`src/rtl/stream_arb_pkg.sv`:
```
// Shared types and helpers for the round-robin stream arbiter.
// Packet locking is enabled by defining STREAM_ARB_LOCK_EN.
package stream_arb_pkg;

    typedef enum logic {
        ARB_IDLE   = 1'b0,
        ARB_LOCKED = 1'b1
    } arb_state_e;

    function automatic int id_w(input int n);
        return (n <= 2) ? 1 : $clog2(n);
    endfunction

endpackage

```
`src/rtl/rr_pick.sv`:
```
// Rotating-priority search: first set request at or after ptr, wrapping.
// Purely combinational.
module rr_pick
    import stream_arb_pkg::*;
#(
    parameter int N_REQ = 4,
    parameter int IW    = id_w(N_REQ)
) (
    input  logic [N_REQ-1:0] req,
    input  logic [IW-1:0]    ptr,
    output logic             found,
    output logic [IW-1:0]    idx
);

    int k;

    always_comb begin
        found = 1'b0;
        idx   = '0;
        k     = 0;
        for (int i = 0; i < N_REQ; i++) begin
            k = int'(ptr) + i;
            if (k >= N_REQ) k = k - N_REQ;
            if (!found && req[k[IW-1:0]]) begin
                found = 1'b1;
                idx   = k[IW-1:0];
            end
        end
    end

endmodule

```
`src/rtl/stream_rr_arb.sv`:
```
// N-way round-robin stream arbiter with a one-entry output register.
// Define STREAM_ARB_LOCK_EN to hold the grant for a whole packet.
module stream_rr_arb
    import stream_arb_pkg::*;
#(
    parameter int N_REQ = 4,
    parameter int WIDTH = 32
) (
    input  logic                   clk,
    input  logic                   rst_n,
    input  logic [N_REQ-1:0]       i_vld,
    output logic [N_REQ-1:0]       i_rdy,
    input  logic [N_REQ*WIDTH-1:0] i_data,
    input  logic [N_REQ-1:0]       i_last,
    output logic                   o_vld,
    input  logic                   o_rdy,
    output logic [WIDTH-1:0]       o_data,
    output logic                   o_last,
    output logic [$clog2(N_REQ)-1:0] o_id
);

    localparam int IW = id_w(N_REQ);

    logic             full;
    logic             slot_free;
    logic [IW-1:0]    ptr;
    logic [IW-1:0]    ptr_nxt;
    logic             pick_vld;
    logic [IW-1:0]    pick;
    logic             sel_vld;
    logic [IW-1:0]    sel;
    logic [IW-1:0]    sel_inc;
    logic             accept;
    logic             beat_last;
    logic [WIDTH-1:0] beat_data;

    assign slot_free = !full || o_rdy;
    assign o_vld     = full;

    rr_pick #(
        .N_REQ (N_REQ),
        .IW    (IW)
    ) u_pick (
        .req   (i_vld),
        .ptr   (ptr),
        .found (pick_vld),
        .idx   (pick)
    );

`ifdef STREAM_ARB_LOCK_EN
    arb_state_e    state;
    arb_state_e    state_nxt;
    logic [IW-1:0] gnt;
    logic [IW-1:0] gnt_nxt;

    assign sel_vld = (state == ARB_LOCKED) ? 1'b1 : pick_vld;
    assign sel     = (state == ARB_LOCKED) ? gnt : pick;

    always_ff @(posedge clk or negedge rst_n) begin
        if (!rst_n) begin
            state <= ARB_IDLE;
            gnt   <= '0;
            ptr   <= '0;
        end else begin
            state <= state_nxt;
            gnt   <= gnt_nxt;
            ptr   <= ptr_nxt;
        end
    end

    always_comb begin
        state_nxt = state;
        gnt_nxt   = gnt;
        ptr_nxt   = ptr;
        unique case (state)
            ARB_IDLE: begin
                if (accept) begin
                    if (beat_last) begin
                        ptr_nxt = sel_inc;
                    end else begin
                        state_nxt = ARB_LOCKED;
                        gnt_nxt   = pick;
                    end
                end
            end
            ARB_LOCKED: begin
                // Stays here until the granted source ends its packet.
                if (accept && beat_last) begin
                    state_nxt = ARB_IDLE;
                    ptr_nxt   = sel_inc;
                end
            end
        endcase
    end
`else
    assign sel_vld = pick_vld;
    assign sel     = pick;
    assign ptr_nxt = accept ? sel_inc : ptr;

    always_ff @(posedge clk or negedge rst_n) begin
        if (!rst_n) ptr <= '0;
        else        ptr <= ptr_nxt;
    end
`endif

    // Ready is forced low while reset is held.
    always_comb begin
        i_rdy = '0;
        if (rst_n && sel_vld) i_rdy[sel] = slot_free;
    end

    assign sel_inc   = (sel == IW'(N_REQ - 1)) ? '0 : sel + 1'b1;
    assign accept    = |(i_vld & i_rdy);
    assign beat_last = i_last[sel];
    assign beat_data = i_data[sel*WIDTH +: WIDTH];

    always_ff @(posedge clk or negedge rst_n) begin
        if (!rst_n) begin
            full   <= 1'b0;
            o_last <= 1'b0;
            o_id   <= '0;
        end else if (accept) begin
            full   <= 1'b1;
            o_last <= beat_last;
            o_id   <= sel;
        end else if (o_rdy) begin
            full   <= 1'b0;
        end
    end

    always_ff @(posedge clk) begin
        if (accept) o_data <= beat_data;
    end

endmodule

```
`config.mk`:
```
export PLATFORM = sky130hd
export DESIGN_NAME = stream_rr_arb
export DESIGN_NICKNAME = d
export VERILOG_FILES = /design/src/rtl/stream_arb_pkg.sv /design/src/rtl/rr_pick.sv /design/src/rtl/stream_rr_arb.sv
export SDC_FILE = /design/constraint.sdc
export NUM_CORES = 1
export LEC_CHECK = 0
export ABC_AREA = 1
export CAP_MARGIN = 10
export CORE_ASPECT_RATIO = 2
export CORE_MARGIN = 4
export CORE_UTILIZATION = 33
export DETAILED_ROUTE_END_ITERATION = 16
export GPL_TIMING_DRIVEN = 0
export PLACE_DENSITY = 0.72
export SYNTH_ARGS = -nofsm -noshare
export SYNTH_HDL_FRONTEND = slang
export SYNTH_SLANG_ARGS = --single-unit
```
`constraint.sdc`:
```
create_clock -name clk -period 3.64 [get_ports clk]
set_input_delay 0.546 -clock clk [delete_from_list [all_inputs] [get_ports clk]]
set_output_delay 0.546 -clock clk [all_outputs]
set_load 0.03 [all_outputs]
```
### After elaboration in Yosys (flattened, before gate mapping)

Cells that the tools add are included.

* reduce and logical (&&, ||, !) cells: 12
* add/subtract/negate cells: 8
* magnitude comparators: 10
* muxes and demuxes: 28
* eq/ne operators: 1
* shift-type cells: 1
* bitwise operators: 2

Operators with widths (number)
* 128-bit by 8-bit variable part select with 32-bit output: 1
* 2-bit 2-to-1 mux: 9
* 2-bit by 3-bit < comparator with 1-bit output (second input constant): 5
* 1-bit 2-to-1 mux: 12
* 1-bit binary-select mux with 2-bit select: 5
* 3-bit >= comparator (second input constant): 3
* 4-bit bitwise AND: 2
* 2-bit by 1-bit subtractor with 2-bit output (second input constant): 4
* 2-bit by 2-bit adder with 3-bit output (second input constant): 2
* 1-bit logical AND: 5
* 1-bit logical NOT: 4
* 4-bit 2-to-1 mux: 1
* 4-bit OR reduction: 1
* 2-bit by 1-bit adder with 3-bit output (second input constant): 1
* 2-bit by 3-bit >= comparator with 1-bit output (second input constant): 1
* 2-bit by 1-bit adder with 2-bit output (second input constant): 1
* 1-bit demux with 2-bit select: 1
* 2-bit equality test (second input constant): 1
* 2-bit by 1-bit >= comparator with 1-bit output (second input constant): 1
* 2-bit nonzero test: 1
* 1-bit logical OR: 1

* bits in registers: 38
* word-level logic and storage cells: 67

### Logic depth before layout (Yosys ltp)

Gate-level depths: netlist (run 1).

* depth after elaboration: 23
* gate-level depth with buffers: 17

### By module

Synthesis (run 1) repeated with hierarchy kept, for this count alone.

* cells, all modules: 330
* area total of the unflattened synthesis: 2576.2 um^2

By module, submodules not included
* stream_rr_arb: cells each 271, area an instance 2257.2 um^2, instances 1
* rr_pick: cells each 59, area an instance 319.1 um^2, instances 1

### Least setup slack after synthesis (run 1)

OpenSTA, ideal clock, no wires.

* path type: input -> register
* start point: input i_vld[1]
* end point: register o_data[0], enable pin
* stages on the path: 13
* data required time: 3.263 ns
* buffers on the path: 1
* arrival time: 2.840 ns
* path slack: 0.423 ns
* cell sequence: inv_1 -> nand2_1 -> nand3_1 -> nand2_2 -> nor2_4 -> nand3_1 -> nand3_2 -> buf_2 -> ha_1 -> inv_1 -> nor2_1 -> nand2_1 -> nand3_2

* cells in the longest elaborated chain, start to end: 20
* elaborated cells on any way between the ends: 32
* classes of those cells: order compare: 2; mux: 19; bitwise: 2; reduce/logical: 9

RTL lines
* start, declared: line stream_rr_arb.sv:11 `input logic [N_REQ-1:0] i_vld,`
* 1-bit binary-select mux with 2-bit select: line rr_pick.sv:24 `if (!found && req[k[IW-1:0]]) begin`
* 1-bit 2-to-1 mux (not written as such): line rr_pick.sv:24
* 1-bit 2-to-1 mux: line rr_pick.sv:24
* 1-bit logical NOT: line rr_pick.sv:24
* 1-bit logical AND: line rr_pick.sv:24
* 1-bit 2-to-1 mux: line rr_pick.sv:24
* 1-bit logical NOT: line rr_pick.sv:24
* 1-bit logical AND: line rr_pick.sv:24
* [... 6 more ...]
* 1-bit 2-to-1 mux (not written as such): line stream_rr_arb.sv:109 `if (rst_n && sel_vld) i_rdy[sel] = slot_free;`
* 1-bit demux with 2-bit select: line stream_rr_arb.sv:109
* 4-bit bitwise AND (no line)
* 4-bit 2-to-1 mux *: line stream_rr_arb.sv:109
* via i_rdy[3]: line stream_rr_arb.sv:12 `output logic [N_REQ-1:0] i_rdy,`
* 4-bit bitwise AND *: line stream_rr_arb.sv:113 `assign accept = |(i_vld & i_rdy);`
* 4-bit OR reduction *: line stream_rr_arb.sv:113
* via accept: line stream_rr_arb.sv:33 `logic accept;`
* end signal, assigned: line stream_rr_arb.sv:132 `if (accept) o_data <= beat_data;`
* end, declared: line stream_rr_arb.sv:17 `output logic [WIDTH-1:0] o_data,`

Mark *: on every way through the listed nets, which the timed path passes. The rest lies on a longest branch. The select of a mux whose other input is x is not followed.
A chain may end at the register's enable or synchronous reset.

### Worst setup path after layout (run 1)

* start point: input i_vld[3]
* end point: output i_rdy[1]

* cells in the longest elaborated chain, start to end: 18
* elaborated cells on any way between the ends: 30
* classes of those cells: order compare: 2; mux: 19; bitwise: 1; reduce/logical: 8

RTL lines (line)
* 1-bit binary-select mux with 2-bit select: rr_pick.sv:24
* 1-bit 2-to-1 mux (not written as such): rr_pick.sv:24
* 1-bit 2-to-1 mux: rr_pick.sv:24
* 1-bit logical NOT: rr_pick.sv:24
* 1-bit logical AND: rr_pick.sv:24
* 1-bit 2-to-1 mux: rr_pick.sv:24
* 1-bit logical NOT: rr_pick.sv:24
* 1-bit logical AND: rr_pick.sv:24
* [... 2 more ...]
* 1-bit logical AND: rr_pick.sv:24
* 2-bit 2-to-1 mux: rr_pick.sv:24
* 2-bit by 3-bit < comparator with 1-bit output (not written as such) or 2-bit by 1-bit >= comparator with 1-bit output (tied branches): stream_rr_arb.sv:109
* 1-bit logical AND (not written as such): stream_rr_arb.sv:109
* 1-bit 2-to-1 mux (not written as such): stream_rr_arb.sv:109
* 1-bit demux with 2-bit select: stream_rr_arb.sv:109
* 4-bit bitwise AND (no line)
* 4-bit 2-to-1 mux *: stream_rr_arb.sv:109
* end, declared: stream_rr_arb.sv:12

Every way passes the cells marked *; elsewhere a longest branch is shown, timed or not. The select of a mux whose other input is x is not followed.

==> impl_metrics.csv, run 1 <==
group,metric,value,unit
power_and_ir_drop,p_per_area,1150,mW/mm2
timing,final-hold-violation-count,0,
logic_synthesis,synth.avg_cell_area,7.78,um2
route,detail-route-antenna-nets,0,
cts,insertion_delay,280,ps
floorplanning,io-pin-count,179,
cts,cts_sinks,38,
logic_synthesis,ys_seq_elements,38,
worst_setup_path,worstPathMaxFanout,8,
timing,relSlewSlack,62.2,%
logic_synthesis,yosysUniqueCellTypes,28,
finish,num-fill-cells,842,
cts,clockBufferDepth,2,
flow_run,maxCapViolCount,0,
floorplanning,die_w,75.1,um
worst_setup_path,required,3090,ps
route,vias,3198,
power_and_ir_drop,ir_drop,837,uV
logic_synthesis,syn_area,0.00297,mm2
placed_design,port_buffers,178,
worst_hold_path,hold_class,"in -> async",
worst_setup_path,cp-end-kind,"output port",
worst_setup_path,arrival,2850,ps
timing,fin_worst_skew,4.57,ps
grt,grt_usage,20.6,%
timing,finalSetupViolCount,0,
route,vias_per_cell,4.78,
floorplanning,rows,48,
cts,postCtsSetupBuffers,0,
placed_design,post-dp-hpwl,9080,um
finish,post_route_cells_drive_above_1_share,17.6,%
grt,grt_pass1_wl,16500,um
cts,cts_tree,"done",
logic_synthesis,syn_nets,522,
placed_design,dp_cells,660,
placed_design,gp_congestion,0.868,
finish,final_nets,707,
cts,cts_buffers,5,
floorplanning,initial_utilization,34.1,%
finish,instances_no_fill,669,
timing,final.min_clock_period,3390,ps
logic_synthesis,ys_warn_count,0,
cts,htreeDepth,2,
grt,grt-ovfl-total,0,
power_and_ir_drop,p_leak,2.26,nW
floorplanning,die_h,142,um
cts,cts_root_buf,"clkbuf_16",
worst_setup_path,critPathKind,"in -> out",
route,drc_errors,0,
route,dr.first_iter.drc_count,123,
power_and_ir_drop,power,5.78,mW
timing,worst_slew_pin_slew,567,ps
route,route.detailed.wl_per_inst,16.7,um
outcome,status,"finished clean",
worst_setup_path,cp-start-kind,"input port",
grt,grt_pass1_vias,3240,
logic_synthesis,seq_area_frac_synth,37.4,%
floorplanning,coreArea,0.00871,mm2
timing,grt_setup_unrepaired,"false",
route,detail_route.wirelength,11200,um
grt,grt_max_degree,38,
finish,syn2layout_area_growth,69.3,%
timing,min_period_over_period,93.2,%
logic_synthesis,netlist_instances,382,
cts,clk_pin_slew,60,ps
timing,worst_hold_slack,513,ps
grt,antenna_found_initial,1,
timing,fmax,295,MHz
floorplanning,dieArea,0.0107,mm2
cts,ctsHoldBuffers,0,
route,dr.pass1.iters,4,
timing,drv_slew,0,
-- routing by layer --
metal	vias up	track usage, %	wire length [um]
li1	1593	-	-
met1	1462	20.5	3680
met2	123	39.5	6440
met3	20	3.47	714
met4	0	8.82	367
met5	-	0	0
-- kinds of logic (layout without fill, tap and decap cells) --
group,count (synthesis),count (layout),share of synthesized area [%]
AND/OR/NAND/NOR,234,234,36.6
buffers and inverters,69,255,11.2
AO/OA/AOI/OAI,40,40,14.3
flip-flops,38,38,37.4
adder cells (fa/ha/maj),1,1,0.421
other,0,1,0
-- placed cells by master (no fill, tap or decap), drive strengths merged --
cell type / count
nand2: 173
o2111ai: 1
a31oi: 1
clkinv: 2
nand3: 19
diode: 1
dfrtp: 6
nor2: 35
clkdlybuf4s50: 176
dlymetal6s2s: 1
clkdlybuf4s15: 1
ha: 1
o21a: 1
a21oi: 5
nand4: 7
o21ai: 5
o211ai: 27
inv: 52
edfxtp: 32
clkbuf: 6
buf: 17
-- per-stage QoR --
stage	worst slack, ps	utilization, %	setup TNS [ps]	cell area [um2]
2_1_floorplan	423	-	0	2970
3_3_place_gp	-375	56.0	-13210	4880
3_5_place_dp	-402	56.0	-14300	4880
4_1_cts	137	57.7	0	5020
5_1_grt	11.9	57.7	0	5030
6_report	246	57.7	0	5030
-- Yosys cell counts --
master     instances  area [um2]
a21oi_1            5        25.0
a31oi_1            1        6.26
buf_2              9        45.0
buf_4              1        7.51
buf_6              6        67.6
buf_8              1        15.0
dfrtp_1            6         150
edfxtp_1          32         961
ha_1               1        12.5
inv_1             48         180
inv_2              3        11.3
inv_4              1        6.26
nand2_1          167         627
nand2_2            5        31.3
nand2_4            1        11.3
nand3_1           13        65.1
nand3_2            3        30.0
nand3_4            3        52.6
nand4_1            7        43.8
nor2_1             6        22.5
nor2_2            26         163
nor2_4             2        22.5
nor2_8             1        20.0
o2111ai_1          1        8.76
o211ai_2          27         338
o21a_1             1        7.51
o21ai_1            1        5.00
o21ai_2            4        35.0
-- layout make-up --
class	count	area, um2	share of cell area [%]
clock buffers	6	129	2.56
repair buffers	178	1780	35.5
plain buffers	17	135	2.69
well taps	100	125	2.49
flip-flops and latches	38	1110	22.1
diodes	1	2.50	0.0498
multi-input cells	275	1530	30.5
inverters	52	198	3.93
clock inverters	2	10.0	0.199
-- where the power goes --
| group | switching [mW] | total, mW | internal, mW | leakage [nW] |
|---|---|---|---|---|
| clock network | 0.173 | 0.425 | 0.252 | 0.0706 |
| logic | 2.72 | 4.31 | 1.59 | 1.81 |
| registers | 0.0790 | 1.04 | 0.962 | 0.379 |
-- worst paths after layout --
path,start,endpoint,slack (ps),depth (start not counted)
min,rst_n,ptr[1],510,1
max in group asynchronous,rst_n,o_id[1],2900,1
max,i_vld[3],i_rdy[1],250,14
min in group clk,o_id[0],o_id[0],550,2
max reg2reg,ptr[1],o_data[6],570,14
min reg2reg,o_id[0],o_id[0],550,2
-- worst max-delay path: stages --
cell and delay (ps):
clkdlybuf4s50_1 510, inv_1 70, nand2_1 60, nand2_1 70, nand2_1 70, nand2_1 50, nand2_1 110, nand2_1 80
nand2_2 110, nand3_4 150, inv_2 130, nand3_4 130, inv_1 90, clkdlybuf4s50_1 670
-- registers in the layout, indices dropped and copies added, names as in the netlist --
signal  cells
o_data     32
o_id        2
o_last      1
o_vld       1
ptr         2
-- repair_timing --
item,in CTS,in global routing
hold endpoints to repair,0,0
pin swaps,0,0
setup endpoints to repair,35,2
resized for setup,2,2
Power figures use the tool's default switching activity.
==> run 2, diff against run 1 <==
Settings changed: CTS_CLUSTER_DIAMETER set to 30.
==> results of run 2 <==
No change in the layout: final DEF, timing and power equal those of run 1.
